### src/rtl/axi_mem_arbiter_if.sv
// ---------------------------------------------------------------------------
// axi_mem_arbiter_if
// One complete AXI4 port (AW, W, B, AR, R channels) shared by the arbiter's
// two upstream masters and its downstream memory port.
//
// Parameters: ID_W (ID width), ADDR_W (address width), DATA_W (data width,
// strobe width is DATA_W/8).
//
// Modports:
//   master - the side that issues requests (drives AW/W/AR and B/R ready)
//   slave  - the side that answers requests (drives AW/W/AR ready and B/R)
// ---------------------------------------------------------------------------
interface axi_mem_arbiter_if #(
  parameter int ID_W   = 4,
  parameter int ADDR_W = 32,
  parameter int DATA_W = 64
);
  logic                  aw_valid;
  logic                  aw_ready;
  logic [ID_W-1:0]       aw_id;
  logic [ADDR_W-1:0]     aw_addr;
  logic [7:0]            aw_len;
  logic [2:0]            aw_size;
  logic [1:0]            aw_burst;

  logic                  w_valid;
  logic                  w_ready;
  logic [DATA_W-1:0]     w_data;
  logic [DATA_W/8-1:0]   w_strb;
  logic                  w_last;

  logic                  b_valid;
  logic                  b_ready;
  logic [ID_W-1:0]       b_id;
  logic [1:0]            b_resp;

  logic                  ar_valid;
  logic                  ar_ready;
  logic [ID_W-1:0]       ar_id;
  logic [ADDR_W-1:0]     ar_addr;
  logic [7:0]            ar_len;
  logic [2:0]            ar_size;
  logic [1:0]            ar_burst;

  logic                  r_valid;
  logic                  r_ready;
  logic [ID_W-1:0]       r_id;
  logic [DATA_W-1:0]     r_data;
  logic [1:0]            r_resp;
  logic                  r_last;

  modport master (
    output aw_valid, aw_id, aw_addr, aw_len, aw_size, aw_burst,
    input  aw_ready,
    output w_valid, w_data, w_strb, w_last,
    input  w_ready,
    input  b_valid, b_id, b_resp,
    output b_ready,
    output ar_valid, ar_id, ar_addr, ar_len, ar_size, ar_burst,
    input  ar_ready,
    input  r_valid, r_id, r_data, r_resp, r_last,
    output r_ready
  );

  modport slave (
    input  aw_valid, aw_id, aw_addr, aw_len, aw_size, aw_burst,
    output aw_ready,
    input  w_valid, w_data, w_strb, w_last,
    output w_ready,
    output b_valid, b_id, b_resp,
    input  b_ready,
    input  ar_valid, ar_id, ar_addr, ar_len, ar_size, ar_burst,
    output ar_ready,
    output r_valid, r_id, r_data, r_resp, r_last,
    input  r_ready
  );
endinterface

### src/rtl/axi_mem_arbiter.sv
// ---------------------------------------------------------------------------
// axi_mem_arbiter
// Two-master to one-slave AXI4 arbiter in front of the DDR memory path.
// Read and write paths are arbitrated independently, round-robin, with one
// burst outstanding per path. No grant is issued before DDR calibration.
//
// Ports:
//   clock      - sole clock
//   resetn     - synchronous, active-low reset
//   calib_done - DDR init_calib_complete level, gates new grants only
//   s0, s1     - upstream AXI4 ports (slave modport), master 0 and master 1
//   m          - downstream AXI4 port to the memory path (master modport)
// ---------------------------------------------------------------------------
module axi_mem_arbiter #(
  parameter int                ID_W      = 4,
  parameter int                ADDR_W    = 32,
  parameter int                DATA_W    = 64,
  parameter logic [ADDR_W-1:0] ADDR_MASK = 32'h7fff_ffff
) (
  input  logic                clock,
  input  logic                resetn,
  input  logic                calib_done,
  axi_mem_arbiter_if.slave    s0,
  axi_mem_arbiter_if.slave    s1,
  axi_mem_arbiter_if.master   m
);

  typedef enum logic [1:0] {W_IDLE, W_ADDR, W_DATA, W_RESP} wState_e;
  typedef enum logic [1:0] {R_IDLE, R_ADDR, R_DATA} rState_e;

  wState_e wState_q, wState_d;
  rState_e rState_q, rState_d;
  // Owner is the master holding the path; last is the master granted most
  // recently and is what the round-robin tie-break turns away from.
  logic    wOwner_q, wOwner_d, wLast_q, wLast_d;
  logic    rOwner_q, rOwner_d, rLast_q, rLast_d;

  // Last-granted resets to master 1 so that master 0 wins the first tie.
  always_ff @(posedge clock) begin
    if (!resetn) begin
      wState_q <= W_IDLE;
      rState_q <= R_IDLE;
      wOwner_q <= 1'b0;
      rOwner_q <= 1'b0;
      wLast_q  <= 1'b1;
      rLast_q  <= 1'b1;
    end else begin
      wState_q <= wState_d;
      rState_q <= rState_d;
      wOwner_q <= wOwner_d;
      rOwner_q <= rOwner_d;
      wLast_q  <= wLast_d;
      rLast_q  <= rLast_d;
    end
  end

  // Write path next state. A lone requester wins outright; on a tie the
  // master not granted last time wins.
  always_comb begin
    wState_d = wState_q;
    wOwner_d = wOwner_q;
    wLast_d  = wLast_q;
    case (wState_q)
      W_IDLE: begin
        if (calib_done && (s0.aw_valid || s1.aw_valid)) begin
          wOwner_d = (s0.aw_valid && s1.aw_valid) ? ~wLast_q : s1.aw_valid;
          wLast_d  = wOwner_d;
          wState_d = W_ADDR;
        end
      end
      W_ADDR:  if (m.aw_valid && m.aw_ready) wState_d = W_DATA;
      W_DATA:  if (m.w_valid && m.w_ready && m.w_last) wState_d = W_RESP;
      W_RESP:  if (m.b_valid && m.b_ready) wState_d = W_IDLE;
      default: wState_d = W_IDLE;
    endcase
  end

  // Read path next state, same arbitration with its own pointer.
  always_comb begin
    rState_d = rState_q;
    rOwner_d = rOwner_q;
    rLast_d  = rLast_q;
    case (rState_q)
      R_IDLE: begin
        if (calib_done && (s0.ar_valid || s1.ar_valid)) begin
          rOwner_d = (s0.ar_valid && s1.ar_valid) ? ~rLast_q : s1.ar_valid;
          rLast_d  = rOwner_d;
          rState_d = R_ADDR;
        end
      end
      R_ADDR:  if (m.ar_valid && m.ar_ready) rState_d = R_DATA;
      R_DATA:  if (m.r_valid && m.r_ready && m.r_last) rState_d = R_IDLE;
      default: rState_d = R_IDLE;
    endcase
  end

  // Write channel routing. Everything idles at zero; each state opens exactly
  // one channel between the owner and the memory port. W is closed until the
  // address has been accepted, and a stray B outside W_RESP is never acked.
  always_comb begin
    m.aw_valid  = 1'b0;
    m.aw_id     = {ID_W{1'b0}};
    m.aw_addr   = {ADDR_W{1'b0}};
    m.aw_len    = 8'd0;
    m.aw_size   = 3'd0;
    m.aw_burst  = 2'd0;
    m.w_valid   = 1'b0;
    m.w_data    = {DATA_W{1'b0}};
    m.w_strb    = {(DATA_W/8){1'b0}};
    m.w_last    = 1'b0;
    m.b_ready   = 1'b0;
    s0.aw_ready = 1'b0;
    s1.aw_ready = 1'b0;
    s0.w_ready  = 1'b0;
    s1.w_ready  = 1'b0;
    s0.b_valid  = 1'b0;
    s0.b_id     = {ID_W{1'b0}};
    s0.b_resp   = 2'd0;
    s1.b_valid  = 1'b0;
    s1.b_id     = {ID_W{1'b0}};
    s1.b_resp   = 2'd0;
    case (wState_q)
      W_ADDR: begin
        if (!wOwner_q) begin
          m.aw_valid  = s0.aw_valid;
          m.aw_id     = s0.aw_id;
          m.aw_addr   = s0.aw_addr & ADDR_MASK;
          m.aw_len    = s0.aw_len;
          m.aw_size   = s0.aw_size;
          m.aw_burst  = s0.aw_burst;
          s0.aw_ready = m.aw_ready;
        end else begin
          m.aw_valid  = s1.aw_valid;
          m.aw_id     = s1.aw_id;
          m.aw_addr   = s1.aw_addr & ADDR_MASK;
          m.aw_len    = s1.aw_len;
          m.aw_size   = s1.aw_size;
          m.aw_burst  = s1.aw_burst;
          s1.aw_ready = m.aw_ready;
        end
      end
      W_DATA: begin
        if (!wOwner_q) begin
          m.w_valid  = s0.w_valid;
          m.w_data   = s0.w_data;
          m.w_strb   = s0.w_strb;
          m.w_last   = s0.w_last;
          s0.w_ready = m.w_ready;
        end else begin
          m.w_valid  = s1.w_valid;
          m.w_data   = s1.w_data;
          m.w_strb   = s1.w_strb;
          m.w_last   = s1.w_last;
          s1.w_ready = m.w_ready;
        end
      end
      W_RESP: begin
        if (!wOwner_q) begin
          s0.b_valid = m.b_valid;
          s0.b_id    = m.b_id;
          s0.b_resp  = m.b_resp;
          m.b_ready  = s0.b_ready;
        end else begin
          s1.b_valid = m.b_valid;
          s1.b_id    = m.b_id;
          s1.b_resp  = m.b_resp;
          m.b_ready  = s1.b_ready;
        end
      end
      default: ;
    endcase
  end

  // Read channel routing, same scheme as the write side.
  always_comb begin
    m.ar_valid  = 1'b0;
    m.ar_id     = {ID_W{1'b0}};
    m.ar_addr   = {ADDR_W{1'b0}};
    m.ar_len    = 8'd0;
    m.ar_size   = 3'd0;
    m.ar_burst  = 2'd0;
    m.r_ready   = 1'b0;
    s0.ar_ready = 1'b0;
    s1.ar_ready = 1'b0;
    s0.r_valid  = 1'b0;
    s0.r_id     = {ID_W{1'b0}};
    s0.r_data   = {DATA_W{1'b0}};
    s0.r_resp   = 2'd0;
    s0.r_last   = 1'b0;
    s1.r_valid  = 1'b0;
    s1.r_id     = {ID_W{1'b0}};
    s1.r_data   = {DATA_W{1'b0}};
    s1.r_resp   = 2'd0;
    s1.r_last   = 1'b0;
    case (rState_q)
      R_ADDR: begin
        if (!rOwner_q) begin
          m.ar_valid  = s0.ar_valid;
          m.ar_id     = s0.ar_id;
          m.ar_addr   = s0.ar_addr & ADDR_MASK;
          m.ar_len    = s0.ar_len;
          m.ar_size   = s0.ar_size;
          m.ar_burst  = s0.ar_burst;
          s0.ar_ready = m.ar_ready;
        end else begin
          m.ar_valid  = s1.ar_valid;
          m.ar_id     = s1.ar_id;
          m.ar_addr   = s1.ar_addr & ADDR_MASK;
          m.ar_len    = s1.ar_len;
          m.ar_size   = s1.ar_size;
          m.ar_burst  = s1.ar_burst;
          s1.ar_ready = m.ar_ready;
        end
      end
      R_DATA: begin
        if (!rOwner_q) begin
          s0.r_valid = m.r_valid;
          s0.r_id    = m.r_id;
          s0.r_data  = m.r_data;
          s0.r_resp  = m.r_resp;
          s0.r_last  = m.r_last;
          m.r_ready  = s0.r_ready;
        end else begin
          s1.r_valid = m.r_valid;
          s1.r_id    = m.r_id;
          s1.r_data  = m.r_data;
          s1.r_resp  = m.r_resp;
          s1.r_last  = m.r_last;
          m.r_ready  = s1.r_ready;
        end
      end
      default: ;
    endcase
  end

endmodule
### src/flat_wrapper.sv
// flat-port wrapper written by rule: the top's interface ports become plain ports
module axi_mem_arbiter_flat 
#(
  parameter int                ID_W      = 4,
  parameter int                ADDR_W    = 32,
  parameter int                DATA_W    = 64,
  parameter logic [ADDR_W-1:0] ADDR_MASK = 32'h7fff_ffff
)
  (clock, resetn, calib_done, s0_aw_valid, s0_aw_id, s0_aw_addr, s0_aw_len, s0_aw_size, s0_aw_burst, s0_aw_ready, s0_w_valid, s0_w_data, s0_w_strb, s0_w_last, s0_w_ready, s0_b_valid, s0_b_id, s0_b_resp, s0_b_ready, s0_ar_valid, s0_ar_id, s0_ar_addr, s0_ar_len, s0_ar_size, s0_ar_burst, s0_ar_ready, s0_r_valid, s0_r_id, s0_r_data, s0_r_resp, s0_r_last, s0_r_ready, s1_aw_valid, s1_aw_id, s1_aw_addr, s1_aw_len, s1_aw_size, s1_aw_burst, s1_aw_ready, s1_w_valid, s1_w_data, s1_w_strb, s1_w_last, s1_w_ready, s1_b_valid, s1_b_id, s1_b_resp, s1_b_ready, s1_ar_valid, s1_ar_id, s1_ar_addr, s1_ar_len, s1_ar_size, s1_ar_burst, s1_ar_ready, s1_r_valid, s1_r_id, s1_r_data, s1_r_resp, s1_r_last, s1_r_ready, m_aw_valid, m_aw_id, m_aw_addr, m_aw_len, m_aw_size, m_aw_burst, m_aw_ready, m_w_valid, m_w_data, m_w_strb, m_w_last, m_w_ready, m_b_valid, m_b_id, m_b_resp, m_b_ready, m_ar_valid, m_ar_id, m_ar_addr, m_ar_len, m_ar_size, m_ar_burst, m_ar_ready, m_r_valid, m_r_id, m_r_data, m_r_resp, m_r_last, m_r_ready);
  axi_mem_arbiter_if #(.ID_W(ID_W), .ADDR_W(ADDR_W), .DATA_W(DATA_W)) s0_i ();
  axi_mem_arbiter_if #(.ID_W(ID_W), .ADDR_W(ADDR_W), .DATA_W(DATA_W)) s1_i ();
  axi_mem_arbiter_if #(.ID_W(ID_W), .ADDR_W(ADDR_W), .DATA_W(DATA_W)) m_i ();
  input  logic clock;
  input  logic resetn;
  input  logic calib_done;
  input wire logic [$bits(s0_i.aw_valid)-1:0] s0_aw_valid;
  input wire logic [$bits(s0_i.aw_id)-1:0] s0_aw_id;
  input wire logic [$bits(s0_i.aw_addr)-1:0] s0_aw_addr;
  input wire logic [$bits(s0_i.aw_len)-1:0] s0_aw_len;
  input wire logic [$bits(s0_i.aw_size)-1:0] s0_aw_size;
  input wire logic [$bits(s0_i.aw_burst)-1:0] s0_aw_burst;
  output wire logic [$bits(s0_i.aw_ready)-1:0] s0_aw_ready;
  input wire logic [$bits(s0_i.w_valid)-1:0] s0_w_valid;
  input wire logic [$bits(s0_i.w_data)-1:0] s0_w_data;
  input wire logic [$bits(s0_i.w_strb)-1:0] s0_w_strb;
  input wire logic [$bits(s0_i.w_last)-1:0] s0_w_last;
  output wire logic [$bits(s0_i.w_ready)-1:0] s0_w_ready;
  output wire logic [$bits(s0_i.b_valid)-1:0] s0_b_valid;
  output wire logic [$bits(s0_i.b_id)-1:0] s0_b_id;
  output wire logic [$bits(s0_i.b_resp)-1:0] s0_b_resp;
  input wire logic [$bits(s0_i.b_ready)-1:0] s0_b_ready;
  input wire logic [$bits(s0_i.ar_valid)-1:0] s0_ar_valid;
  input wire logic [$bits(s0_i.ar_id)-1:0] s0_ar_id;
  input wire logic [$bits(s0_i.ar_addr)-1:0] s0_ar_addr;
  input wire logic [$bits(s0_i.ar_len)-1:0] s0_ar_len;
  input wire logic [$bits(s0_i.ar_size)-1:0] s0_ar_size;
  input wire logic [$bits(s0_i.ar_burst)-1:0] s0_ar_burst;
  output wire logic [$bits(s0_i.ar_ready)-1:0] s0_ar_ready;
  output wire logic [$bits(s0_i.r_valid)-1:0] s0_r_valid;
  output wire logic [$bits(s0_i.r_id)-1:0] s0_r_id;
  output wire logic [$bits(s0_i.r_data)-1:0] s0_r_data;
  output wire logic [$bits(s0_i.r_resp)-1:0] s0_r_resp;
  output wire logic [$bits(s0_i.r_last)-1:0] s0_r_last;
  input wire logic [$bits(s0_i.r_ready)-1:0] s0_r_ready;
  input wire logic [$bits(s1_i.aw_valid)-1:0] s1_aw_valid;
  input wire logic [$bits(s1_i.aw_id)-1:0] s1_aw_id;
  input wire logic [$bits(s1_i.aw_addr)-1:0] s1_aw_addr;
  input wire logic [$bits(s1_i.aw_len)-1:0] s1_aw_len;
  input wire logic [$bits(s1_i.aw_size)-1:0] s1_aw_size;
  input wire logic [$bits(s1_i.aw_burst)-1:0] s1_aw_burst;
  output wire logic [$bits(s1_i.aw_ready)-1:0] s1_aw_ready;
  input wire logic [$bits(s1_i.w_valid)-1:0] s1_w_valid;
  input wire logic [$bits(s1_i.w_data)-1:0] s1_w_data;
  input wire logic [$bits(s1_i.w_strb)-1:0] s1_w_strb;
  input wire logic [$bits(s1_i.w_last)-1:0] s1_w_last;
  output wire logic [$bits(s1_i.w_ready)-1:0] s1_w_ready;
  output wire logic [$bits(s1_i.b_valid)-1:0] s1_b_valid;
  output wire logic [$bits(s1_i.b_id)-1:0] s1_b_id;
  output wire logic [$bits(s1_i.b_resp)-1:0] s1_b_resp;
  input wire logic [$bits(s1_i.b_ready)-1:0] s1_b_ready;
  input wire logic [$bits(s1_i.ar_valid)-1:0] s1_ar_valid;
  input wire logic [$bits(s1_i.ar_id)-1:0] s1_ar_id;
  input wire logic [$bits(s1_i.ar_addr)-1:0] s1_ar_addr;
  input wire logic [$bits(s1_i.ar_len)-1:0] s1_ar_len;
  input wire logic [$bits(s1_i.ar_size)-1:0] s1_ar_size;
  input wire logic [$bits(s1_i.ar_burst)-1:0] s1_ar_burst;
  output wire logic [$bits(s1_i.ar_ready)-1:0] s1_ar_ready;
  output wire logic [$bits(s1_i.r_valid)-1:0] s1_r_valid;
  output wire logic [$bits(s1_i.r_id)-1:0] s1_r_id;
  output wire logic [$bits(s1_i.r_data)-1:0] s1_r_data;
  output wire logic [$bits(s1_i.r_resp)-1:0] s1_r_resp;
  output wire logic [$bits(s1_i.r_last)-1:0] s1_r_last;
  input wire logic [$bits(s1_i.r_ready)-1:0] s1_r_ready;
  output wire logic [$bits(m_i.aw_valid)-1:0] m_aw_valid;
  output wire logic [$bits(m_i.aw_id)-1:0] m_aw_id;
  output wire logic [$bits(m_i.aw_addr)-1:0] m_aw_addr;
  output wire logic [$bits(m_i.aw_len)-1:0] m_aw_len;
  output wire logic [$bits(m_i.aw_size)-1:0] m_aw_size;
  output wire logic [$bits(m_i.aw_burst)-1:0] m_aw_burst;
  input wire logic [$bits(m_i.aw_ready)-1:0] m_aw_ready;
  output wire logic [$bits(m_i.w_valid)-1:0] m_w_valid;
  output wire logic [$bits(m_i.w_data)-1:0] m_w_data;
  output wire logic [$bits(m_i.w_strb)-1:0] m_w_strb;
  output wire logic [$bits(m_i.w_last)-1:0] m_w_last;
  input wire logic [$bits(m_i.w_ready)-1:0] m_w_ready;
  input wire logic [$bits(m_i.b_valid)-1:0] m_b_valid;
  input wire logic [$bits(m_i.b_id)-1:0] m_b_id;
  input wire logic [$bits(m_i.b_resp)-1:0] m_b_resp;
  output wire logic [$bits(m_i.b_ready)-1:0] m_b_ready;
  output wire logic [$bits(m_i.ar_valid)-1:0] m_ar_valid;
  output wire logic [$bits(m_i.ar_id)-1:0] m_ar_id;
  output wire logic [$bits(m_i.ar_addr)-1:0] m_ar_addr;
  output wire logic [$bits(m_i.ar_len)-1:0] m_ar_len;
  output wire logic [$bits(m_i.ar_size)-1:0] m_ar_size;
  output wire logic [$bits(m_i.ar_burst)-1:0] m_ar_burst;
  input wire logic [$bits(m_i.ar_ready)-1:0] m_ar_ready;
  input wire logic [$bits(m_i.r_valid)-1:0] m_r_valid;
  input wire logic [$bits(m_i.r_id)-1:0] m_r_id;
  input wire logic [$bits(m_i.r_data)-1:0] m_r_data;
  input wire logic [$bits(m_i.r_resp)-1:0] m_r_resp;
  input wire logic [$bits(m_i.r_last)-1:0] m_r_last;
  output wire logic [$bits(m_i.r_ready)-1:0] m_r_ready;
  assign s0_i.aw_valid = s0_aw_valid;
  assign s0_i.aw_id = s0_aw_id;
  assign s0_i.aw_addr = s0_aw_addr;
  assign s0_i.aw_len = s0_aw_len;
  assign s0_i.aw_size = s0_aw_size;
  assign s0_i.aw_burst = s0_aw_burst;
  assign s0_aw_ready = s0_i.aw_ready;
  assign s0_i.w_valid = s0_w_valid;
  assign s0_i.w_data = s0_w_data;
  assign s0_i.w_strb = s0_w_strb;
  assign s0_i.w_last = s0_w_last;
  assign s0_w_ready = s0_i.w_ready;
  assign s0_b_valid = s0_i.b_valid;
  assign s0_b_id = s0_i.b_id;
  assign s0_b_resp = s0_i.b_resp;
  assign s0_i.b_ready = s0_b_ready;
  assign s0_i.ar_valid = s0_ar_valid;
  assign s0_i.ar_id = s0_ar_id;
  assign s0_i.ar_addr = s0_ar_addr;
  assign s0_i.ar_len = s0_ar_len;
  assign s0_i.ar_size = s0_ar_size;
  assign s0_i.ar_burst = s0_ar_burst;
  assign s0_ar_ready = s0_i.ar_ready;
  assign s0_r_valid = s0_i.r_valid;
  assign s0_r_id = s0_i.r_id;
  assign s0_r_data = s0_i.r_data;
  assign s0_r_resp = s0_i.r_resp;
  assign s0_r_last = s0_i.r_last;
  assign s0_i.r_ready = s0_r_ready;
  assign s1_i.aw_valid = s1_aw_valid;
  assign s1_i.aw_id = s1_aw_id;
  assign s1_i.aw_addr = s1_aw_addr;
  assign s1_i.aw_len = s1_aw_len;
  assign s1_i.aw_size = s1_aw_size;
  assign s1_i.aw_burst = s1_aw_burst;
  assign s1_aw_ready = s1_i.aw_ready;
  assign s1_i.w_valid = s1_w_valid;
  assign s1_i.w_data = s1_w_data;
  assign s1_i.w_strb = s1_w_strb;
  assign s1_i.w_last = s1_w_last;
  assign s1_w_ready = s1_i.w_ready;
  assign s1_b_valid = s1_i.b_valid;
  assign s1_b_id = s1_i.b_id;
  assign s1_b_resp = s1_i.b_resp;
  assign s1_i.b_ready = s1_b_ready;
  assign s1_i.ar_valid = s1_ar_valid;
  assign s1_i.ar_id = s1_ar_id;
  assign s1_i.ar_addr = s1_ar_addr;
  assign s1_i.ar_len = s1_ar_len;
  assign s1_i.ar_size = s1_ar_size;
  assign s1_i.ar_burst = s1_ar_burst;
  assign s1_ar_ready = s1_i.ar_ready;
  assign s1_r_valid = s1_i.r_valid;
  assign s1_r_id = s1_i.r_id;
  assign s1_r_data = s1_i.r_data;
  assign s1_r_resp = s1_i.r_resp;
  assign s1_r_last = s1_i.r_last;
  assign s1_i.r_ready = s1_r_ready;
  assign m_aw_valid = m_i.aw_valid;
  assign m_aw_id = m_i.aw_id;
  assign m_aw_addr = m_i.aw_addr;
  assign m_aw_len = m_i.aw_len;
  assign m_aw_size = m_i.aw_size;
  assign m_aw_burst = m_i.aw_burst;
  assign m_i.aw_ready = m_aw_ready;
  assign m_w_valid = m_i.w_valid;
  assign m_w_data = m_i.w_data;
  assign m_w_strb = m_i.w_strb;
  assign m_w_last = m_i.w_last;
  assign m_i.w_ready = m_w_ready;
  assign m_i.b_valid = m_b_valid;
  assign m_i.b_id = m_b_id;
  assign m_i.b_resp = m_b_resp;
  assign m_b_ready = m_i.b_ready;
  assign m_ar_valid = m_i.ar_valid;
  assign m_ar_id = m_i.ar_id;
  assign m_ar_addr = m_i.ar_addr;
  assign m_ar_len = m_i.ar_len;
  assign m_ar_size = m_i.ar_size;
  assign m_ar_burst = m_i.ar_burst;
  assign m_i.ar_ready = m_ar_ready;
  assign m_i.r_valid = m_r_valid;
  assign m_i.r_id = m_r_id;
  assign m_i.r_data = m_r_data;
  assign m_i.r_resp = m_r_resp;
  assign m_i.r_last = m_r_last;
  assign m_r_ready = m_i.r_ready;
  axi_mem_arbiter #(.ID_W(ID_W), .ADDR_W(ADDR_W), .DATA_W(DATA_W), .ADDR_MASK(ADDR_MASK)) u_core (.clock(clock), .resetn(resetn), .calib_done(calib_done), .s0(s0_i), .s1(s1_i), .m(m_i));
endmodule
### config.mk
export PLATFORM = sky130hd
export DESIGN_NAME = axi_mem_arbiter_flat
export DESIGN_NICKNAME = d
export VERILOG_FILES = /design/src/rtl/axi_mem_arbiter_if.sv /design/src/rtl/axi_mem_arbiter.sv /design/src/flat_wrapper.sv
export SDC_FILE = /design/constraint.sdc
export NUM_CORES = 1
export LEC_CHECK = 0
export BUFFER_PORTS_ARGS = -buffer_cell sky130_fd_sc_hd__buf_2
export CAP_MARGIN = 10
export CORE_AREA = 2 2 300 302
export CTS_CLUSTER_SIZE = 25
export DETAILED_ROUTE_END_ITERATION = 10
export DIE_AREA = 0 0 302 304
export HOLD_SLACK_MARGIN = 0.15
export PLACE_DENSITY = 0.3
export SYNTH_ARGS = -nofsm -noshare
export SYNTH_HDL_FRONTEND = slang
export SYNTH_SLANG_ARGS = --single-unit
### constraint.sdc
create_clock -name clock -period 2.7 [get_ports clock]
set_input_delay 0.54 -clock clock [delete_from_list [all_inputs] [get_ports clock]]
set_output_delay 0.54 -clock clock [all_outputs]
set_load 0.1 [all_outputs]
Yosys cells after proc, flatten, opt, wreduce, memory -nomap -nowiden
Cells that the tools add are included.
{ "classes": {"n_eq_ne": 12, "mux": 91, "bitwise_logic": 2, "reduce_logical": 19} }
{ "op_table": {"columns": ["cell", "n"], "rows": [
  ["64-bit 2-to-1 mux", 6],
  ["32-bit 2-to-1 mux", 2],
  ["31-bit 2-to-1 mux", 2],
  ["4-bit 2-to-1 mux", 12],
  ["8-bit 2-to-1 mux", 6],
  ["1-bit 2-to-1 mux", 38],
  ["2-bit 2-to-1 mux", 19],
  ["2-bit by 1-bit inequality test with 1-bit output (second input constant)", 7],
  ["3-bit 2-to-1 mux", 4],
  ["1-bit logical AND", 11],
  ["2-bit case mux with 4 select lines", 1],
  ["2-bit equality test (second input constant)", 3],
  ["2-bit case mux with 3 select lines", 1],
  ["2-bit by 1-bit equality test with 1-bit output (second input constant)", 2],
  ["2-bit logical NOT", 2],
  ["2-bit AND reduction", 2],
  ["4-bit AND reduction", 1],
  ["3-bit AND reduction", 1],
  ["1-bit logical OR", 2],
  ["1-bit inverter", 2]
]} }
{ "totals": {"ff_bits": 8, "wordCells": 130} }

Depth between registers and ports, before layout
Gate-level depths: netlist (run 1).
{ "logic_depth": {"word_depth": 6, "mapped_depth": 6} }

Least setup slack after synthesis (run 1)
Ideal clock, no wire load.
{ "synth_path": {"path_type": "flip-flop to output port", "start": "register u_core.wState_q[0]", "end": "output port m_w_data[31]", "arrival_time_ns": 2.430, "setup_slack_ns": -0.270, "stages_incl_launch_ff": 6, "path_buffers": 2, "path_cell_list": "dfxtp_1 -> inv_1 -> ha_1 -> clkbuf_1 -> clkbuf_1 -> nor2b_1"} }
{ "synth_via": {"elab_chain_len": 2} }
{ "synth_rtl": {"columns": ["element", "line", "text"], "rows": [
  ["from (decl)", "axi_mem_arbiter.sv:31", "wState_e wState_q, wState_d;"],
  ["from (signal assigned)", "axi_mem_arbiter.sv:48", "wState_q <= wState_d;"],
  ["2-bit equality test", "axi_mem_arbiter.sv:122", "case (wState_q)"],
  ["64-bit 2-to-1 mux", "axi_mem_arbiter.sv:122", null],
  ["to (decl)", "flat_wrapper.sv:82", "output wire logic [$bits(m_i.w_data)-1:0] m_w_data;"]
]} }
No other way between the ends.

Final worst setup path (run 1)
{ "layout_path": {"start": "register u_core.wState_q[0]", "end": "output port s0_b_id[3]"} }
{ "layout_via": {"elab_chain_len": 2} }
{ "layout_rtl": {"columns": ["element", "line", "text"], "rows": [
  ["2-bit equality test", "axi_mem_arbiter.sv:122", null],
  ["4-bit 2-to-1 mux", "axi_mem_arbiter.sv:122", null],
  ["to (decl)", "flat_wrapper.sv:29", "output wire logic [$bits(s0_i.b_id)-1:0] s0_b_id;"]
]} }
No other way between the ends.

==> results of run 1 <==
-- cell families after synthesis --
family,Yosys count,synth area share
buf+inv,65,0.06424
other cells,1,0.0008407
mux,176,0.3950
compound gates,12,0.01655
simple gates,367,0.4763
fa+ha+maj,4,0.01122
flops,8,0.03590
-- Yosys cell counts, types with 3 or more instances --
cell and instances:
nand3_1 3, and2_1 151, inv_1 6, nor2_1 55, mux2i_1 176, and3_1 11
nor2b_1 129, o21ai_0 4, clkbuf_1 32, dfxtp_1 8, buf_2 22, nand2_1 12
ha_1 4
-- critical path: stages, from the launching register on --
cell,delay [ns]
dfxtp_1,0.38
ha_1,0.28
nor2b_1,0.40
and2_1,0.20
buf_2,0.43
-- power groups by stage --
stage	combinational, mW	sequential, mW	clock [mW]
after global routing	7.50	0.192	0.283
final	7.23	0.184	0.264
after CTS	7.34	0.190	0.277
after detailed placement	7.33	0.192	0
after floorplan	4.67	0.156	0
after global placement	7.35	0.189	0
-- layer usage --
layer,GRT usage,part of all wire,vias up
met1,0.09570,0.39,3119
li1,-,-,3534
met3,0.02120,0.084,44
met5,0,0.0017,-
met4,0.008289,0.015,10
met2,0.1566,0.51,469
-- area by class of cell --
cell class	count	area, µm²
repair buffers	791	7147
diodes	2	5.005
flip-flops and latches	8	167.7
well taps	1176	1471
clock buffers	3	75.07
inverters	6	22.52
fillers	10130	75820
multi-input cells	561	4343
-- registers in the layout, indices dropped and copies added, names as in the netlist --
name	cells
u_core.wOwner_q	1
u_core.rState_q	2
u_core.rLast_q	1
u_core.wState_q	2
u_core.wLast_q	1
u_core.rOwner_q	1
-- path summary, 6_finish.rpt --
| check | slack [ns] | endpoint | cells past startpoint |
|---|---|---|---|
| max reg2reg | 0.74 | u_core.wState_q[0] | 6 |
| min | 0.47 | u_core.rLast_q | 2 |
| min reg2reg | 0.47 | u_core.rLast_q | 2 |
| max | 0.21 | s0_b_id[3] | 4 |
==> reports/metrics.cfg, run 1 <==
[outcome]
status=completed

[worst_setup_path]
critPathMaxFanout=6
end_kind=primary output
cp-start-kind=register
worst-setup-path-type=register to primary output
timing.rr.start=u_core.wOwner_q
critPathLaunch=u_core.wState_q[0]
cp.required_ns=2.16
critical_path_arrival_ns=1.95

[floorplanning]
die_h_um=304
die_w_um=302
start_util=0.05009
die_area_mm2=0.09181
io_pins=777
coreArea_mm2=0.08905
row_count=110

[job]
cap_violations=0

[cts]
clk_pin_slew_ns=0.04
post_cts_resized=0
cts_setup_buffers=0
cts-buffers-inserted=3
clk_latency_ns=0.24
clock_sinks=8
clock_path_buffers=2
htreeDepth=1
cts_tree=yes
clock_tree.root_cell=clkbuf_16
cts_hold_buffers=0

[detailed_routing]
via_count=7176
wl_um=41240
first_pass_iters=4
remaining_drc_errors=0
routed_via_density=2.817
routedWlPerCell_um=16.19
ant_nets=0
drt_iter0_markers=170

[synth]
synth_edf_count=0
ys_warn_count=0
synth_area_mm2=0.004461
yosys.area.top_type=mux2i_1
synth_cell_types=26
synth.avg_cell_area_um2=7.047
async_reset_ff_frac=0
synthCells=633
synth_area_leaders=mux2i_1, and2_1, nor2b_1
synth_top_cell_area_share=0.3950
seq_area_frac_synth=0.03590
ys.flop_type=dfxtp_1
synth_seq_cells=8

[placement]
hpwl_um=37650
place_area_mm2=0.01315
placed_cells=2542
pre_cts_slack_ns=0.3850
numPortBuffers=770
place_congestion=0.7721

[sta]
clock_skew_ns=0.00008826
fin_crit_sh=0.9215
holdWs_ns=0.4696
slew_viol_final=0
period_needed_ns=2.488
worstMarginPinSlew_ns=0.5138
finalSetupViolCount=0
setup-tns-final_ns=0
rsz0062_at_grt=no
fin_ws_ns=0.2119
fmaxAchievable_mhz=401.9
final_hold_viol_count=0
relSlewSlack=0.6598

[power]
p_int_mw=2.813
irDropWorstVdd_uv=566.0
pwr_density_cell_mw_per_mm2=580.0
p_leak_nw=5.805
p_total_mw=7.674
power.share.clock=0.034
switching_share=0.6335
combPwrFrac=0.942
switchingPower_mw=4.861
p_seq_frac=0.024

[global_route]
antenna_found_initial=22
grt_pass1_wl_um=54300
overflow=0
grt.total_usage=0.08303
grt_pass1_vias=7269
grt_max_degree=73

[cells_and_area]
fin_util=0.1486
area_growth_pct=196.6
fin_cells=2547
final_common_cell=buf_2
final_cell_mix=buf_2, buf_12, mux2i_1
fin_area_mm2=0.01323
nets=1812
drive_above_1_share=0.6749

[hold_path]
hold_path.class=register to register
min_from=u_core.rLast_q

Power figures use the tool's default switching activity.
==> run 2, diff against run 1 <==
--- a/config.mk
+++ b/config.mk
@@ -7,10 +7,10 @@
 export LEC_CHECK = 0
 export BUFFER_PORTS_ARGS = -buffer_cell sky130_fd_sc_hd__buf_2
 export CAP_MARGIN = 10
-export CORE_AREA = 2 2 300 302
+export CORE_AREA = 2 2 299 301
 export CTS_CLUSTER_SIZE = 25
 export DETAILED_ROUTE_END_ITERATION = 10
-export DIE_AREA = 0 0 302 304
+export DIE_AREA = 0 0 301 303
 export HOLD_SLACK_MARGIN = 0.15
 export PLACE_DENSITY = 0.3
 export SYNTH_ARGS = -nofsm -noshare
==> reports/metrics.cfg, run 2 (synthesis results as in run 1) <==
[sta]
slew_viol_final=0  ; unchanged
finalSetupViolCount=0  ; unchanged
rsz0062_at_grt=no  ; unchanged
worstMarginPinSlew_ns=0.6480  ; was 0.5138 ns
setup-tns-final_ns=0  ; unchanged
clock_skew_ns=0.0002046  ; was 0.00008826 ns
relSlewSlack=0.5710  ; was 0.6598
fmaxAchievable_mhz=402.7  ; was 401.9 MHz
final_hold_viol_count=0  ; unchanged
period_needed_ns=2.483  ; was 2.488 ns
fin_crit_sh=0.9196  ; was 0.9215
holdWs_ns=0.4745  ; was 0.4696 ns

[cells_and_area]
final_cell_mix=buf_2, mux2i_1, and2_1  ; was buf_2, buf_12, mux2i_1
drive_above_1_share=0.6752  ; was 0.6749
area_growth_pct=175.2  ; was 196.6%
final_common_cell=buf_2  ; unchanged
nets=1813  ; was 1812
top_regs=u_core.rState_q x2, u_core.wState_q x2  ; unchanged
fin_cells=2541  ; was 2547
fin_area_mm2=0.01228  ; was 0.01323 mm²

[cts]
cts_hold_buffers=0  ; unchanged
clock_tree.root_cell=clkbuf_16  ; unchanged
cts-buffers-inserted=3  ; unchanged
clock_sinks=8  ; unchanged
clk_pin_slew_ns=0.04  ; about the same
clk_latency_ns=0.25  ; was 0.24 ns
htreeDepth=1  ; unchanged
cts_tree=yes  ; unchanged
post_cts_resized=0  ; unchanged
clock_path_buffers=2  ; unchanged
cts_setup_buffers=0  ; unchanged

[floorplanning]
coreArea_mm2=0.08797  ; was 0.08905 mm²
die_w_um=301  ; was 302 µm
die_area_mm2=0.09120  ; was 0.09181 mm²
start_util=0.05071  ; was 0.05009
io_pins=777  ; unchanged
die_h_um=303  ; was 304 µm
row_count=109  ; was 110

[power]
pwr_density_cell_mw_per_mm2=614.6  ; was 580.0 mW/mm²
irDropWorstVdd_uv=475.4  ; was 566.0 µV
p_leak_nw=5.644  ; was 5.805 nW
p_total_mw=7.545  ; was 7.674 mW

[detailed_routing]
routed_via_density=2.953  ; was 2.817
via_count=7503  ; was 7176
wl_um=56090  ; was 41240 µm
first_pass_iters=4  ; unchanged
drt_iter0_markers=229  ; was 170
routedWlPerCell_um=22.07  ; was 16.19 µm
ant_nets=0  ; unchanged
remaining_drc_errors=0  ; unchanged

[placement]
place_area_mm2=0.01219  ; was 0.01315 mm²
place_congestion=0.7963  ; was 0.7721
hpwl_um=52600  ; was 37650 µm
numPortBuffers=770  ; unchanged
placed_cells=2532  ; was 2542

[worst_setup_path]
cp-start-kind=register  ; unchanged
critPathMaxFanout=40  ; was 6
critical_path_arrival_ns=1.94  ; was 1.95 ns
worst-setup-path-type=register to primary output  ; unchanged
cp.required_ns=2.16  ; about the same
end_kind=primary output  ; unchanged

[global_route]
grt.total_usage=0.1149  ; was 0.08303
grt_pass1_vias=7337  ; was 7269
grt_max_degree=73  ; unchanged
overflow=0  ; unchanged
grt_pass1_wl_um=70220  ; was 54300 µm
antenna_found_initial=61  ; was 22

[job]
cap_violations=0  ; unchanged

[outcome]
status=completed  ; unchanged

[hold_path]
hold_path.class=register to register  ; unchanged

[run 2: cell types whose count changed in the layout (fill, tap and decap cells not counted)]
cell | before | now
buf_12 | 210 | 146
buf_2 | 567 | 630
buf_4 | 14 | 16
diode_2 | 2 | 6
[run 2: final cells by class]
class | instances | area [µm²]
flip-flops and latches | 8 | 167.7
inverters | 6 | 22.52
clock buffers | 3 | 75.07
fillers | 10270 | 75690
well taps | 1165 | 1458
diodes | 6 | 15.01
repair buffers | 792 | 6196
multi-input cells | 561 | 4343
[run 2: final timing paths]
check | startpoint | depth (start not counted) | slack, ns | end
worst min register to register | u_core.rLast_q | 2 | 0.47 | u_core.rLast_q
worst max register to register | u_core.wOwner_q | 6 | 0.67 | u_core.wState_q[0]
worst min-delay path | u_core.rLast_q | 2 | 0.47 | u_core.rLast_q
worst max-delay path | u_core.rState_q[0] | 5 | 0.22 | s1_r_data[26]
[run 2: stage by stage]
step	util	setup slack, ns
after detailed placement	0.1385	0.4461
after CTS	0.1394	0.1756
after floorplan	-	-0.001906
after global routing	0.1394	0.06988
after global placement	0.1385	0.4532
final	0.1396	0.2171
[run 2: power by group]
part	internal (mW)	total, mW	switching, mW
clock network	0.193	0.275	0.0816
logic	2.33	7.08	4.75
registers	0.141	0.191	0.0506
total	2.66	7.54	4.88
[run 2: worst max-delay path, cell delays in order (launching register included)]
cell and delay (ns):
dfxtp_1 0.33, nand2b_1 0.27, nor2_4 0.26, buf_12 0.22, and2_1 0.16, buf_2 0.44
[run 2: layer usage]
metal  track usage  wire [µm]  up-vias
met5             0         57        -
met1        0.1457      23530     3316
li1              -          -     3546
met3       0.02807       4443       94
met2        0.2072      27470      539
met4     0.0007107        586        8
